**src/rtl/id_ex_operand_stage_if.sv**
```systemverilog
// Decode-side and execute-side handshake bundle of the ID/EX operand stage.
// The stage connects through the slave modport; decode/EX drive the master side.
interface id_ex_operand_stage_if #(
    parameter int BIT_ADDR = 5,
    parameter int BIT_DATO = 32,
    parameter int CTRL_W   = 8
);
    logic                in_valid;
    logic                in_ready;
    logic [BIT_ADDR-1:0] in_rs1;
    logic [BIT_ADDR-1:0] in_rs2;
    logic [BIT_ADDR-1:0] in_rd;
    logic                in_use_rs1;
    logic                in_use_rs2;
    logic [CTRL_W-1:0]   in_ctrl;

    logic                out_valid;
    logic                out_ready;
    logic [BIT_DATO-1:0] op_a;
    logic [BIT_DATO-1:0] op_b;
    logic [BIT_ADDR-1:0] rd_out;
    logic [CTRL_W-1:0]   ctrl_out;

    modport master (
        output in_valid, in_rs1, in_rs2, in_rd, in_use_rs1, in_use_rs2, in_ctrl,
        input  in_ready,
        input  out_valid, op_a, op_b, rd_out, ctrl_out,
        output out_ready
    );

    modport slave (
        input  in_valid, in_rs1, in_rs2, in_rd, in_use_rs1, in_use_rs2, in_ctrl,
        output in_ready,
        output out_valid, op_a, op_b, rd_out, ctrl_out,
        input  out_ready
    );
endinterface

```
**src/rtl/id_ex_operand_stage.sv**
```systemverilog
// ID/EX operand stage: reads the register bank, forwards from EX/WB, stalls on
// load-use and holds a single registered entry toward execute.
module id_ex_operand_stage #(
    parameter int BIT_ADDR = 5,
    parameter int BIT_DATO = 32,
    parameter int CTRL_W   = 8,
    parameter int R0_ZERO  = 1
) (
    input  logic                clk,
    input  logic                rst,
    id_ex_operand_stage_if.slave bus,
    output logic [BIT_ADDR-1:0] addrRa,
    output logic [BIT_ADDR-1:0] addrRb,
    input  logic [BIT_DATO-1:0] datOutRa,
    input  logic [BIT_DATO-1:0] datOutRb,
    input  logic                ex_valid,
    input  logic                ex_regwrite,
    input  logic                ex_memread,
    input  logic [BIT_ADDR-1:0] ex_rd,
    input  logic [BIT_DATO-1:0] ex_data,
    input  logic                wb_we,
    input  logic [BIT_ADDR-1:0] wb_rd,
    input  logic [BIT_DATO-1:0] wb_data,
    input  logic                flush,
    output logic [15:0]         stall_cnt
);
    localparam bit R0Z = (R0_ZERO != 0);

    logic [BIT_ADDR-1:0] srcAddr [2];
    logic [BIT_DATO-1:0] bankDat [2];
    logic [1:0]          srcUse;
    logic [1:0]          srcNonZero;
    logic [1:0]          hitEx;
    logic [1:0]          hitWb;
    logic [1:0]          snoopHit;
    logic [BIT_DATO-1:0] opNext [2];

    logic                outValidReg;
    logic [BIT_DATO-1:0] opReg [2];
    logic [BIT_ADDR-1:0] heldAddrReg [2];
    logic [1:0]          heldUseReg;
    logic [BIT_ADDR-1:0] rdReg;
    logic [CTRL_W-1:0]   ctrlReg;
    logic [15:0]         stallCntReg;

    logic exWe;
    logic loadUse;
    logic inReady;
    logic capture;

    assign srcAddr[0] = bus.in_rs1;
    assign srcAddr[1] = bus.in_rs2;
    assign srcUse     = {bus.in_use_rs2, bus.in_use_rs1};
    assign bankDat[0] = datOutRa;
    assign bankDat[1] = datOutRb;
    assign exWe       = ex_valid & ex_regwrite;

    generate
        for (genvar gi = 0; gi < 2; gi++) begin : gSrc
            assign srcNonZero[gi] = !R0Z || (srcAddr[gi] != '0);
            assign hitEx[gi] = srcUse[gi] && srcNonZero[gi] && exWe && (ex_rd == srcAddr[gi]);
            assign hitWb[gi] = srcUse[gi] && srcNonZero[gi] && wb_we && (wb_rd == srcAddr[gi]);
            // The bank writes on the same edge we capture, so its read is stale on a WB hit.
            assign opNext[gi] = !srcNonZero[gi] ? '0      :
                                hitEx[gi]       ? ex_data :
                                hitWb[gi]       ? wb_data :
                                                  bankDat[gi];
            assign snoopHit[gi] = heldUseReg[gi] && wb_we && (wb_rd == heldAddrReg[gi]) &&
                                  (!R0Z || (heldAddrReg[gi] != '0));
        end
    endgenerate

    assign loadUse = bus.in_valid && ex_valid && ex_memread && (hitEx != 2'b00);
    assign inReady = (!outValidReg || bus.out_ready) && !loadUse && !flush;
    assign capture = bus.in_valid && inReady;

    always_ff @(posedge clk) begin
        if (!rst) begin
            outValidReg <= 1'b0;
            heldUseReg  <= '0;
            rdReg       <= '0;
            ctrlReg     <= '0;
            stallCntReg <= '0;
            for (int i = 0; i < 2; i++) begin
                opReg[i]       <= '0;
                heldAddrReg[i] <= '0;
            end
        end else begin
            if (loadUse && (stallCntReg != 16'hFFFF))
                stallCntReg <= stallCntReg + 16'd1;

            if (flush) begin
                outValidReg <= 1'b0;
            end else if (capture) begin
                outValidReg <= 1'b1;
                rdReg       <= bus.in_rd;
                ctrlReg     <= bus.in_ctrl;
                heldUseReg  <= srcUse;
                for (int i = 0; i < 2; i++) begin
                    opReg[i]       <= opNext[i];
                    heldAddrReg[i] <= srcAddr[i];
                end
            end else if (outValidReg && bus.out_ready) begin
                outValidReg <= 1'b0;
            end else if (outValidReg) begin
                // EX is stalled behind us, so only WB can still produce a newer value.
                for (int i = 0; i < 2; i++)
                    if (snoopHit[i]) opReg[i] <= wb_data;
            end
        end
    end

    assign addrRa       = bus.in_rs1;
    assign addrRb       = bus.in_rs2;
    assign bus.in_ready = inReady;
    assign bus.out_valid = outValidReg;
    assign bus.op_a     = opReg[0];
    assign bus.op_b     = opReg[1];
    assign bus.rd_out   = rdReg;
    assign bus.ctrl_out = ctrlReg;
    assign stall_cnt    = stallCntReg;
endmodule
```
**src/flat_wrapper.sv**
```systemverilog
// flat-port wrapper written by rule: the top's interface ports become plain ports
module id_ex_operand_stage_flat 
#(
    parameter int BIT_ADDR = 5,
    parameter int BIT_DATO = 32,
    parameter int CTRL_W   = 8,
    parameter int R0_ZERO  = 1
)
  (clk, rst, addrRa, addrRb, datOutRa, datOutRb, ex_valid, ex_regwrite, ex_memread, ex_rd, ex_data, wb_we, wb_rd, wb_data, flush, stall_cnt, bus_in_valid, bus_in_rs1, bus_in_rs2, bus_in_rd, bus_in_use_rs1, bus_in_use_rs2, bus_in_ctrl, bus_in_ready, bus_out_valid, bus_op_a, bus_op_b, bus_rd_out, bus_ctrl_out, bus_out_ready);
  id_ex_operand_stage_if #(.BIT_ADDR(BIT_ADDR), .BIT_DATO(BIT_DATO), .CTRL_W(CTRL_W)) bus_i ();
  input  logic clk;
  input  logic rst;
  output logic [BIT_ADDR-1:0] addrRa;
  output logic [BIT_ADDR-1:0] addrRb;
  input  logic [BIT_DATO-1:0] datOutRa;
  input  logic [BIT_DATO-1:0] datOutRb;
  input  logic ex_valid;
  input  logic ex_regwrite;
  input  logic ex_memread;
  input  logic [BIT_ADDR-1:0] ex_rd;
  input  logic [BIT_DATO-1:0] ex_data;
  input  logic wb_we;
  input  logic [BIT_ADDR-1:0] wb_rd;
  input  logic [BIT_DATO-1:0] wb_data;
  input  logic flush;
  output logic [15:0] stall_cnt;
  input wire logic [$bits(bus_i.in_valid)-1:0] bus_in_valid;
  input wire logic [$bits(bus_i.in_rs1)-1:0] bus_in_rs1;
  input wire logic [$bits(bus_i.in_rs2)-1:0] bus_in_rs2;
  input wire logic [$bits(bus_i.in_rd)-1:0] bus_in_rd;
  input wire logic [$bits(bus_i.in_use_rs1)-1:0] bus_in_use_rs1;
  input wire logic [$bits(bus_i.in_use_rs2)-1:0] bus_in_use_rs2;
  input wire logic [$bits(bus_i.in_ctrl)-1:0] bus_in_ctrl;
  output wire logic [$bits(bus_i.in_ready)-1:0] bus_in_ready;
  output wire logic [$bits(bus_i.out_valid)-1:0] bus_out_valid;
  output wire logic [$bits(bus_i.op_a)-1:0] bus_op_a;
  output wire logic [$bits(bus_i.op_b)-1:0] bus_op_b;
  output wire logic [$bits(bus_i.rd_out)-1:0] bus_rd_out;
  output wire logic [$bits(bus_i.ctrl_out)-1:0] bus_ctrl_out;
  input wire logic [$bits(bus_i.out_ready)-1:0] bus_out_ready;
  assign bus_i.in_valid = bus_in_valid;
  assign bus_i.in_rs1 = bus_in_rs1;
  assign bus_i.in_rs2 = bus_in_rs2;
  assign bus_i.in_rd = bus_in_rd;
  assign bus_i.in_use_rs1 = bus_in_use_rs1;
  assign bus_i.in_use_rs2 = bus_in_use_rs2;
  assign bus_i.in_ctrl = bus_in_ctrl;
  assign bus_in_ready = bus_i.in_ready;
  assign bus_out_valid = bus_i.out_valid;
  assign bus_op_a = bus_i.op_a;
  assign bus_op_b = bus_i.op_b;
  assign bus_rd_out = bus_i.rd_out;
  assign bus_ctrl_out = bus_i.ctrl_out;
  assign bus_i.out_ready = bus_out_ready;
  id_ex_operand_stage #(.BIT_ADDR(BIT_ADDR), .BIT_DATO(BIT_DATO), .CTRL_W(CTRL_W), .R0_ZERO(R0_ZERO)) u_core (.clk(clk), .rst(rst), .bus(bus_i), .addrRa(addrRa), .addrRb(addrRb), .datOutRa(datOutRa), .datOutRb(datOutRb), .ex_valid(ex_valid), .ex_regwrite(ex_regwrite), .ex_memread(ex_memread), .ex_rd(ex_rd), .ex_data(ex_data), .wb_we(wb_we), .wb_rd(wb_rd), .wb_data(wb_data), .flush(flush), .stall_cnt(stall_cnt));
endmodule
```
**config.mk**
```make
export PLATFORM = sky130hd
export DESIGN_NAME = id_ex_operand_stage_flat
export DESIGN_NICKNAME = d
export VERILOG_FILES = /design/src/rtl/id_ex_operand_stage_if.sv /design/src/rtl/id_ex_operand_stage.sv /design/src/flat_wrapper.sv
export SDC_FILE = /design/constraint.sdc
export NUM_CORES = 1
export LEC_CHECK = 0
export ABC_AREA = 1
export CORE_MARGIN = 5
export CORE_UTILIZATION = 45
export CTS_BUF_LIST = sky130_fd_sc_hd__clkbuf_4 sky130_fd_sc_hd__clkbuf_8
export DETAILED_ROUTE_END_ITERATION = 6
export PLACE_DENSITY = 0.82
export SKIP_CTS_REPAIR_TIMING = 1
export SLEW_MARGIN = 20
export SYNTH_ARGS = -nofsm -noshare
export SYNTH_HDL_FRONTEND = slang
export SYNTH_SLANG_ARGS = --single-unit
export TNS_END_PERCENT = 50
```
**constraint.sdc**
```tcl
create_clock -name clk -period 5.55 [get_ports clk]
set_input_delay 0.555 -clock clk [delete_from_list [all_inputs] [get_ports clk]]
set_output_delay 0.555 -clock clk [all_outputs]
set_load 0.01 [all_outputs]
```
==> impl_metrics.tcl <==
set metrics [dict create \
    rsz0062_at_grt "no" \
    worstPathCellList "clkdlybuf4s50_1 > nor2_1 > nand3_2 > buf_4 > nand2_1 > inv_2 > nand3_2 > nand2_4 > nand2_2 > nand3_2 > nand2_1 > inv_1 > nand2_2" \
    cts_sinks 106 \
    drt_first_pass_iters 5 \
    cp-end-kind "flip-flop" \
    crit_type "in -> reg" \
    drt_iter0_markers 779 \
    syn-num-nets 1147 \
    vdd_drop_max_mv 0.110 \
    slew_headroom 0.358 \
    grt_pass1_wl_mm 39.1 \
    hold_class "reg -> reg" \
    final.period_utilization 0.698 \
    cpMaxStageDelayCell "clkdlybuf4s50_1" \
    hold_viol_final 0 \
    ys_types 39 \
    postRouteWirelength_mm 25.9 \
    clock_path_buffers 2 \
    yosysSeqAreaShare 0.400 \
    ys_ff_latch 106 \
    areaGrowthSynthToFinish_pct 41.1 \
    synth_top_area_frac 0.311 \
    crit_top_cell "nand3_2" \
    num_rows 46 \
    num_vias 7933 \
    use_met2 0.433 \
    met1_usage 0.347 \
    gp_congestion 0.930 \
    path_delay_family "simple AND/OR/NAND/NOR gates" \
    layout-drive-gt1-share 0.0616 \
    die_h_um 136 \
    yosys_most_used_dff "edfxtp_1" \
    tns_ps 0 \
    max_stage_delay_ps 630 \
    avgSynthCellArea_um2 7.34 \
    antenna_found_initial 1 \
    layout_setup_ws_ps 1680 \
    status "finished, final reports clean" \
    layout.nets 1370 \
    leakagePower_nw 4.06 \
    die_w_um 136 \
    cp_num_buf_inv 4 \
    skew_ps 12.4 \
    cp_data_required_time_ps 5460 \
    yosys-top-cells-area "edfxtp_1, nand2_1, dfxtp_1" \
    maxCapViolCount 0 \
    fin_area_um2 10100 \
    yosysMostFrequentCell "nand2_1" \
    io_buffers 276 \
    core_um2 15700 \
    path_clk_slew_ps 110 \
    track_usage 0.268 \
    clk_latency_ps 380 \
    grt.overflow.total 0 \
    io_pins 277 \
    cts_buffers 9 \
    grt_pass1_vias 7252 \
    maxSlewViolCount 0 \
    synth.cell_area_um2 7150 \
    post-place-ws_ps 1300 \
    cts_tree "built" \
    fin_crit_ps 3870 \
    vias_per_cell 5.59 \
    critPathArrivalTime_ps 3780 \
    postSynthCellCount 974 \
    critical_path_peak_fanout 33 \
    yosys_warnings 0 \
    drc 0 \
    dp_hpwl_mm 18.0 \
    grt_max_degree 65 \
    n_antenna_cell 0 \
    power_mw 1.86 \
    clockRootBuffer "clkbuf_8" \
    powerDensity_nw_per_um2 185 \
    grt_use_met3 0.0400 \
    start_kind "input pin" \
    fmax_ghz 0.258 \
    cts_max_level 3 \
    synth.top_cells.by_count "nand2_1, nand4_1, inv_1" \
    dieArea_um2 18500 \
    grt.busiest_layer "met2" \
    tightest_slew_ps 960 \
    wl_per_cell_um 18.3 \
    finalSetupViolCount 0 \
    synth_top_area_cell "edfxtp_1" \
    place_area_um2 9880 \
    start_util 0.455 \
    ant_nets 0 \
    synth-edff-count 74 \
    post-route-util 0.642 \
    async_reset_ff_frac 0 \
]
-- per-layer routing --
layer / up-vias / part of all wire
met5: - / 0.00066
met4: 2 / 0.051
met3: 73 / 0.091
met2: 464 / 0.47
met1: 3621 / 0.39
li1: 3773 / -
-- cells in the final DEF (no fill, tap or decap), types with 7 or more instances in the layout --
master	netlist	layout
o21ai_2	9	9
o21ai_0	66	66
o21ai_1	55	55
clkdlybuf4s50_1	0	276
buf_4	16	15
nand2_1	245	243
nand4_1	99	99
inv_1	98	98
clkbuf_8	0	10
nand3_1	97	97
a21oi_1	11	11
nand2_2	5	7
xor2_1	17	17
edfxtp_1	74	74
nor2_1	42	42
dfxtp_1	32	32
-- registers in the layout, summed over array words and instances (netlist names) --
register              count
u_core.bus.rd_out         5
u_core.bus.ctrl_out       8
u_core.heldUseReg         2
u_core.bus.out_valid      1
u_core.heldAddrReg       10
u_core.stall_cnt         16
u_core.opReg             64
-- power breakdown --
group	internal (mW)	switching, mW	leakage, nW
clock	0.227	0.290	0.108
combinational	0.223	0.217	2.91
sequential	0.891	0.0151	1.04
total	1.34	0.522	4.06
-- kinds of logic (layout without fill, tap and decap cells) --
| family | after synthesis | in the layout | synth area share |
|---|---|---|---|
| buffers and inverters | 183 | 411 | 0.118 |
| AND/OR/NAND/NOR | 511 | 511 | 0.338 |
| XOR/XNOR | 20 | 20 | 0.0245 |
| flip-flops | 106 | 106 | 0.400 |
| AO/OA/AOI/OAI | 153 | 153 | 0.118 |
| adder cells (fa/ha/maj) | 1 | 1 | 0.00175 |
-- worst min-delay path, cell delays in order, from the launching register on --
cell and delay [ps]:
dfxtp_1 320, nand3_1 70, nand2_1 50
-- through the flow --
stage | hold slack (ps) | cells
final | 478 | 1418
after global routing | 503 | 1418
after CTS | 480 | 1418
after detailed placement | 462 | 1402
after global placement | 458 | 1402
after floorplan | 448 | 974
-- area by class of cell --
type / count / area [um2]
Inverter: 104 / 390
Tap cell: 216 / 270
Clock inverter: 6 / 71.3
Multi-Input combinational cell: 685 / 3480
Timing Repair Buffer: 291 / 2880
Sequential cell: 106 / 2860
Fill cell: 1415 / 5620
Clock buffer: 10 / 138
-- worst paths after layout --
path                     startpoint                endpoint  slack, ps  cells after the start
max                   bus_in_rs2[3]     u_core.opReg[0][30]       1680                     13
min          u_core.bus.ctrl_out[5]  u_core.bus.ctrl_out[5]        480                      2
max reg2reg    u_core.bus.out_valid     u_core.opReg[0][30]       2740                      7
min reg2reg  u_core.bus.ctrl_out[5]  u_core.bus.ctrl_out[5]        480                      2
Power figures use the tool's default switching activity.
